--- src/rtl/fp_round_if.sv ---
// Handshake bundle for the linear-to-float rounding encoder.
// Carries the input sample channel and the sign/exponent/significand result channel.
// master = sample producer / result consumer side, slave = encoder side.
// Ports: in_valid/in_ready/in_data (sample), out_valid/out_ready/out_sign/out_exp/out_sig/out_sat (result).
interface fp_round_if #(
    parameter int DATA_W = 12,
    parameter int EXP_W  = 3,
    parameter int SIG_W  = 4
);
    logic              in_valid;
    logic              in_ready;
    logic [DATA_W-1:0] in_data;
    logic              out_valid;
    logic              out_ready;
    logic              out_sign;
    logic [EXP_W-1:0]  out_exp;
    logic [SIG_W-1:0]  out_sig;
    logic              out_sat;

    modport master (
        output in_valid, in_data, out_ready,
        input  in_ready, out_valid, out_sign, out_exp, out_sig, out_sat
    );

    modport slave (
        input  in_valid, in_data, out_ready,
        output in_ready, out_valid, out_sign, out_exp, out_sig, out_sat
    );
endinterface

--- src/rtl/fp_round_pipe.sv ---
// Purpose: two's-complement sample -> sign / exponent / significand (value = F * 2^E), rounded, saturating.
// Latency: 3 cycles accept-to-out_valid (S1 sign/mag, S2 normalise, S3 round), 1 sample/cycle.
// Backpressure: per-stage valid, bubbles collapse, in_ready combinational from the downstream chain.
// Ports: clk, rst_n (synchronous, active-low), bus (fp_round_if.slave: in_* sample side, out_* result side).
// Build option: define FP_ROUND_RNE_EN for round-to-nearest-even; otherwise round-half-up.
module fp_round_pipe #(
    parameter int DATA_W = 12,
    parameter int EXP_W  = 3,
    parameter int SIG_W  = 4
) (
    input  logic      clk,
    input  logic      rst_n,
    fp_round_if.slave bus
);
    localparam int MAG_W = DATA_W - 1;
    localparam int E_MAX = (1 << EXP_W) - 1;
    localparam logic [EXP_W-1:0] EXP_TOP   = '1;
    localparam logic [SIG_W-1:0] SIG_CARRY = {1'b1, {(SIG_W-1){1'b0}}};

    generate
        if ((DATA_W - 1 - SIG_W > E_MAX) || (SIG_W < 2)) begin : g_bad_cfg
            $error("fp_round_pipe: need DATA_W-1-SIG_W <= 2^EXP_W-1 and SIG_W >= 2");
        end
    endgenerate

    // ---------------------------------------------------------------
    // Stage flow control: a stage loads when empty or when it drains.
    // ---------------------------------------------------------------
    logic s1_vld, s2_vld, s3_vld;
    logic ld1, ld2, ld3;

    assign ld3          = !s3_vld || bus.out_ready;
    assign ld2          = !s2_vld || ld3;
    assign ld1          = !s1_vld || ld2;
    assign bus.in_ready = ld1;

    // ---------------------------------------------------------------
    // S1: sign / magnitude
    // ---------------------------------------------------------------
    logic             n1_sign;
    logic             n1_satp;
    logic [MAG_W-1:0] n1_mag;

    always_comb begin
        n1_sign = bus.in_data[DATA_W-1];
        n1_satp = 1'b0;
        n1_mag  = bus.in_data[MAG_W-1:0];
        if (n1_sign) begin
            if (bus.in_data[MAG_W-1:0] == '0) begin
                // Most-negative code has no positive twin: clamp and flag.
                n1_mag  = '1;
                n1_satp = 1'b1;
            end else begin
                // -x mod 2^MAG_W of the low bits equals |x| for any other negative x.
                n1_mag = MAG_W'(0) - bus.in_data[MAG_W-1:0];
            end
        end
    end

    logic             s1_sign;
    logic             s1_satp;
    logic [MAG_W-1:0] s1_mag;

    // ---------------------------------------------------------------
    // S2: normalise to SIG_W significant bits, capture round/sticky
    // ---------------------------------------------------------------
    int               lead;
    int               sh;
    logic [EXP_W-1:0] n2_exp;
    logic [SIG_W-1:0] n2_sig;
    logic             n2_rnd;
`ifdef FP_ROUND_RNE_EN
    logic             n2_stk;
    logic [MAG_W-1:0] stk_mask;
`endif

    always_comb begin
        lead = 0;
        for (int i = 0; i < MAG_W; i++) begin
            if (s1_mag[i]) lead = i;
        end
        sh     = 0;
        n2_exp = '0;
        n2_sig = s1_mag[SIG_W-1:0];
        n2_rnd = 1'b0;
`ifdef FP_ROUND_RNE_EN
        n2_stk   = 1'b0;
        stk_mask = '0;
`endif
        if ((s1_mag >> SIG_W) != '0) begin
            // Leading one sits above the significand field: shift it down to bit SIG_W-1.
            sh     = lead - SIG_W + 1;
            n2_exp = EXP_W'(sh);
            n2_sig = SIG_W'(s1_mag >> sh);
            n2_rnd = |(s1_mag & (MAG_W'(1) << (sh - 1)));
`ifdef FP_ROUND_RNE_EN
            stk_mask = (MAG_W'(1) << (sh - 1)) - MAG_W'(1);
            n2_stk   = |(s1_mag & stk_mask);
`endif
        end
    end

    logic             s2_sign;
    logic             s2_satp;
    logic [EXP_W-1:0] s2_exp;
    logic [SIG_W-1:0] s2_sig;
    logic             s2_rnd;
`ifdef FP_ROUND_RNE_EN
    logic             s2_stk;
`endif

    // ---------------------------------------------------------------
    // S3: round, carry into exponent, saturate at the top
    // ---------------------------------------------------------------
    logic             up;
    logic [EXP_W-1:0] n3_exp;
    logic [SIG_W-1:0] n3_sig;
    logic             n3_sat;

    always_comb begin
`ifdef FP_ROUND_RNE_EN
        up = s2_rnd && (s2_stk || s2_sig[0]);
`else
        up = s2_rnd;
`endif
        n3_exp = s2_exp;
        n3_sig = s2_sig;
        n3_sat = s2_satp;
        if (up) begin
            if (s2_sig != '1) begin
                n3_sig = s2_sig + SIG_W'(1);
            end else if (s2_exp != EXP_TOP) begin
                // Carry-out renormalises to 100..0 with the exponent bumped.
                n3_exp = s2_exp + EXP_W'(1);
                n3_sig = SIG_CARRY;
            end else begin
                // No room left: pin to the largest code.
                n3_sig = '1;
                n3_sat = 1'b1;
            end
        end
    end

    logic             s3_sign;
    logic [EXP_W-1:0] s3_exp;
    logic [SIG_W-1:0] s3_sig;
    logic             s3_sat;

    // ---------------------------------------------------------------
    // Pipeline registers
    // ---------------------------------------------------------------
    always_ff @(posedge clk) begin
        if (!rst_n) begin
            s1_vld  <= 1'b0;
            s2_vld  <= 1'b0;
            s3_vld  <= 1'b0;
            s1_sign <= 1'b0;
            s1_satp <= 1'b0;
            s1_mag  <= '0;
            s2_sign <= 1'b0;
            s2_satp <= 1'b0;
            s2_exp  <= '0;
            s2_sig  <= '0;
            s2_rnd  <= 1'b0;
`ifdef FP_ROUND_RNE_EN
            s2_stk  <= 1'b0;
`endif
            s3_sign <= 1'b0;
            s3_exp  <= '0;
            s3_sig  <= '0;
            s3_sat  <= 1'b0;
        end else begin
            if (ld1) s1_vld <= bus.in_valid;
            if (ld2) s2_vld <= s1_vld;
            if (ld3) s3_vld <= s2_vld;

            if (ld1 && bus.in_valid) begin
                s1_sign <= n1_sign;
                s1_satp <= n1_satp;
                s1_mag  <= n1_mag;
            end
            if (ld2 && s1_vld) begin
                s2_sign <= s1_sign;
                s2_satp <= s1_satp;
                s2_exp  <= n2_exp;
                s2_sig  <= n2_sig;
                s2_rnd  <= n2_rnd;
`ifdef FP_ROUND_RNE_EN
                s2_stk  <= n2_stk;
`endif
            end
            if (ld3 && s2_vld) begin
                s3_sign <= s2_sign;
                s3_exp  <= n3_exp;
                s3_sig  <= n3_sig;
                s3_sat  <= n3_sat;
            end
        end
    end

    assign bus.out_valid = s3_vld;
    assign bus.out_sign  = s3_sign;
    assign bus.out_exp   = s3_exp;
    assign bus.out_sig   = s3_sig;
    assign bus.out_sat   = s3_sat;

endmodule

--- src/flat_wrapper.sv ---
// flat-port wrapper written by rule: the top's interface ports become plain ports
module fp_round_pipe_flat 
#(
    parameter int DATA_W = 12,
    parameter int EXP_W  = 3,
    parameter int SIG_W  = 4
)
  (clk, rst_n, bus_in_valid, bus_in_data, bus_out_ready, bus_in_ready, bus_out_valid, bus_out_sign, bus_out_exp, bus_out_sig, bus_out_sat);
  fp_round_if #(.DATA_W(DATA_W), .EXP_W(EXP_W), .SIG_W(SIG_W)) bus_i ();
  input  logic clk;
  input  logic rst_n;
  input wire logic [$bits(bus_i.in_valid)-1:0] bus_in_valid;
  input wire logic [$bits(bus_i.in_data)-1:0] bus_in_data;
  input wire logic [$bits(bus_i.out_ready)-1:0] bus_out_ready;
  output wire logic [$bits(bus_i.in_ready)-1:0] bus_in_ready;
  output wire logic [$bits(bus_i.out_valid)-1:0] bus_out_valid;
  output wire logic [$bits(bus_i.out_sign)-1:0] bus_out_sign;
  output wire logic [$bits(bus_i.out_exp)-1:0] bus_out_exp;
  output wire logic [$bits(bus_i.out_sig)-1:0] bus_out_sig;
  output wire logic [$bits(bus_i.out_sat)-1:0] bus_out_sat;
  assign bus_i.in_valid = bus_in_valid;
  assign bus_i.in_data = bus_in_data;
  assign bus_i.out_ready = bus_out_ready;
  assign bus_in_ready = bus_i.in_ready;
  assign bus_out_valid = bus_i.out_valid;
  assign bus_out_sign = bus_i.out_sign;
  assign bus_out_exp = bus_i.out_exp;
  assign bus_out_sig = bus_i.out_sig;
  assign bus_out_sat = bus_i.out_sat;
  fp_round_pipe #(.DATA_W(DATA_W), .EXP_W(EXP_W), .SIG_W(SIG_W)) u_core (.clk(clk), .rst_n(rst_n), .bus(bus_i));
endmodule
--- config.mk ---
export PLATFORM = sky130hd
export DESIGN_NAME = fp_round_pipe_flat
export DESIGN_NICKNAME = d
export VERILOG_FILES = /design/src/rtl/fp_round_if.sv /design/src/rtl/fp_round_pipe.sv /design/src/flat_wrapper.sv
export SDC_FILE = /design/constraint.sdc
export NUM_CORES = 1
export LEC_CHECK = 0
export BUFFER_PORTS_ARGS = -buffer_cell sky130_fd_sc_hd__buf_2
export CAP_MARGIN = 20
export CORE_ASPECT_RATIO = 1.25
export CORE_MARGIN = 2
export CORE_UTILIZATION = 50
export CTS_BUF_LIST = sky130_fd_sc_hd__clkbuf_16
export DETAILED_ROUTE_END_ITERATION = 16
export GPL_ROUTABILITY_DRIVEN = 0
export PLACE_DENSITY = 0.7
export SLEW_MARGIN = 5
export SYNTH_ARGS = -nofsm -noshare
export SYNTH_HDL_FRONTEND = slang
export SYNTH_SLANG_ARGS = --single-unit
--- constraint.sdc ---
create_clock -name clk -period 5 [get_ports clk]
set_input_delay 0.5 -clock clk [delete_from_list [all_inputs] [get_ports clk]]
set_output_delay 0.5 -clock clk [all_outputs]
set_load 0.03 [all_outputs]
==> out/qor.yml <==
die_h_um: 81.8
synth-main-ff-cell: "dfxtp_1"
fin_crit_sh_pct: 79.2
grt_max_degree: 37
cp.required_ns: 5.21
initial_core_util_pct: 51.6
syn_inst: 299
max_stage_delay_ns: 0.52
worstSetupPathType: "register to register"
hp-class: "register to register"
grt_pass1_vias: 2046
cts_tree: "built"
finClkSkew_ns: 0.00696
synth_mux_area_share_pct: 5.22
mostFrequentLayoutCell: "nand2_1"
path_buf_inv: 2
start_kind: "register"
postRouteAntennaNets: 0
overflow: 0
synth_xor_area_share_pct: 6.05
num_io_pins: 27
yosys.cell_types.count: 58
vias: 2270
ir_drop_uv: 173
drive_above_1_share_pct: 16.4
insertion_delay_ns: 0.28
drc: 0
grt_pass1_wl_um: 9160
netlist_area_um2: 2420
routedWlPerCell_um: 14.5
rows: 28
preCtsSetupSlack_ns: 1.12
synth_seq_cells: 35
clk_pin_slew_ns: 0.06
avgSynthCellArea_um2: 8.10
cp.depth: 13
dp_hpwl_um: 4130
worst_slew_pin_slew_ns: 0.979
rsz0062_at_grt: "false"
relSlewSlack_pct: 34.4
crit_fanout: 11
r2r_start: "u_core.s1_mag[5]$_SDFFE_PN0P_"
synth_compound_area_share_pct: 26.5
cp_data_arrival_time_ns: 4.17
power_density_nw_per_um2: 355
max_freq_mhz: 252
min_from: "u_core.s2_sign$_SDFFE_PN0P_"
syn_nets: 327
outcome: "complete, no violations"
r2r_cells: 13
wl_um: 5490
cts_sinks: 35
mostFrequentLayoutCells: "nand2_1 (42), dfxtp_1 (35), buf_2 (26)"
dr.pass1.iters: 4
antenna_cells: 0
cts_buffer_depth: 2
whs_endpoint: "u_core.s2_sign$_SDFFE_PN0P_"
synth_top_family_by_area: "compound AO/OA/AOI/OAI gates"
synth-simple-area-share_pct: 23.0
cpLargestDelayFamily: "simple AND/OR/NAND/NOR gates"
cts_buffers: 5
core_um2: 4690
setup_tns_ns: 0
die_w_um: 66.2
drt_iter0_drc: 66
seq_area_frac_synth_pct: 28.9
whs_path_depth: 2
holdBufCountCts: 0
cts_root_buffer: "clkbuf_16"
via_per_inst: 6.01
fin_crit_ns: 3.96
slew_viol_final: 0
cap_viol_max_count: 0
worstReg2RegEnd: "u_core.s2_sig[3]$_SDFFE_PN0P_"
nNetsFinal: 345
finalSetupViolCount: 0
ys_warn_count: 0
setup_ws_ns: 1.04
cts_setup_buffers: 0
cts_resized: 0
track_usage_pct: 21.4
io_buffer_count: 26
end_kind: "register"
fillCellCount: 444
total_power_mw: 0.979
p_leak_nw: 1.11
synthAdderAreaFrac_pct: 6.20
r2r_slack_ns: 1.04
synth_edf_count: 0
htree_levels: 2
area_growth_pct: 13.9
die_area_um2: 5420
antenna_found_initial: 0
finalHoldViolations: 0
path_cells: "inv_1 > a221oi_1 > o21ai_2 > inv_1 > ha_1 > nand2_1 > ha_1 > nor2b_1 > nand2_1 > or4_1 > nor3_1 > a21bo_2 > a21oi_1"
async_reset_ff_share_pct: 0
cp_slowest_cell: "or4_1"
==> cell type report <==
cell class                 count  area, um^2  share of cell area, %
inverter                      11        41.3                   1.50
sequential                    35         701                   25.4
multi-input combinational    238        1620                   58.8
clock buffer                   5         125                   4.54
tap                           60        75.1                   2.72
clock inverter                 3        63.8                   2.31
timing repair buffer          26         130                   4.72
==> registers in the layout, indices dropped and copies added, names as in the netlist <==
signal	count
u_core.s2_rnd	1
u_core.bus.out_sig	4
u_core.s2_sig	4
u_core.s2_exp	3
u_core.s2_sign	1
u_core.bus.out_sign	1
u_core.bus.out_exp	3
u_core.s1_satp	1
u_core.s1_vld	1
u_core.s1_sign	1
u_core.s2_satp	1
u_core.bus.out_sat	1
u_core.bus.out_valid	1
u_core.s1_mag	11
u_core.s2_vld	1
==> per-layer routing <==
| metal | GRT usage, % | part of all wire (%) | vias to the layer above |
|---|---|---|---|
| met5 | 0 | 0 | - |
| met4 | 7.14 | 2.2 | 0 |
| met3 | 4.38 | 3.8 | 13 |
| met2 | 39.5 | 51 | 56 |
| met1 | 24.3 | 43 | 1071 |
| li1 | - | - | 1130 |
==> kinds of logic after synthesis <==
logic type                 after synthesis
and+or+nand+nor                        111
buffers and inverters                   26
adders and majority gates               12
AOI/OAI and AO/OA                       90
muxes                                   10
DFF                                     35
xor gates and xnor gates                15
==> Yosys cell counts (2+ instances only) <==
master | number | area [um^2]
o211ai_1 | 2 | 15.0
ha_1 | 12 | 150
o211a_1 | 3 | 30.0
clkbuf_1 | 13 | 48.8
a21oi_1 | 23 | 115
mux2i_1 | 7 | 70.1
mux4_2 | 2 | 45.0
nand2_1 | 42 | 158
o31ai_1 | 4 | 30.0
a22oi_1 | 3 | 22.5
nand3_1 | 9 | 45.0
or4_1 | 2 | 15.0
o221a_2 | 4 | 45.0
xnor2_1 | 4 | 35.0
or4_4 | 2 | 22.5
a21boi_0 | 6 | 45.0
o22ai_1 | 2 | 12.5
or3_1 | 2 | 12.5
xor2_1 | 9 | 78.8
a31oi_1 | 3 | 18.8
dfxtp_1 | 35 | 701
xnor2_2 | 2 | 32.5
nand4_1 | 2 | 12.5
o21ai_0 | 17 | 85.1
nor2b_1 | 16 | 100
nand2b_1 | 2 | 12.5
nor2_1 | 16 | 60.1
nor3_1 | 5 | 25.0
inv_1 | 11 | 41.3
o21a_1 | 3 | 22.5
a221oi_1 | 5 | 43.8
and2_1 | 5 | 31.3
==> where the power goes <==
group / switching (mW) / internal (mW) / total (mW)
Combinational: 0.160 / 0.109 / 0.269
Sequential: 0.0213 / 0.296 / 0.317
Clock: 0.110 / 0.283 / 0.393
==> tightest hold or removal path: stages (launching register included) <==
cell	delay, ns
dfxtp_1	0.31
nand2_1	0.05
a21boi_0	0.06
==> through the flow <==
step	cell area [um^2]	std cells	hold WS (ns)	utilization [%]
5_1_grt	2760	378	0.499	58.7
2_1_floorplan	2420	299	0.438	-
6_report	2760	378	0.466	58.7
3_3_place_gp	2570	370	0.453	54.7
3_5_place_dp	2570	370	0.460	54.7
4_1_cts	2760	378	0.467	58.7
==> how the worst max path moves through the flow <==
stage	from	endpoint	slack (ns)
3_5_place_dp	u_core.s1_mag[5]$_SDFFE_PN0P_	u_core.s2_sig[3]$_SDFFE_PN0P_	1.12
4_1_cts	u_core.s1_mag[3]$_SDFFE_PN0P_	u_core.s2_sig[3]$_SDFFE_PN0P_	1.09
3_3_place_gp	u_core.s1_mag[5]$_SDFFE_PN0P_	u_core.s2_sig[3]$_SDFFE_PN0P_	1.25
2_1_floorplan	u_core.s1_mag[5]$_SDFFE_PN0P_	u_core.s2_sig[3]$_SDFFE_PN0P_	1.44
5_1_grt	u_core.s1_mag[5]$_SDFFE_PN0P_	u_core.s2_sig[3]$_SDFFE_PN0P_	0.72
6_report	u_core.s1_mag[5]$_SDFFE_PN0P_	u_core.s2_sig[3]$_SDFFE_PN0P_	1.04
No activity file was read; power rests on OpenSTA's default activity.
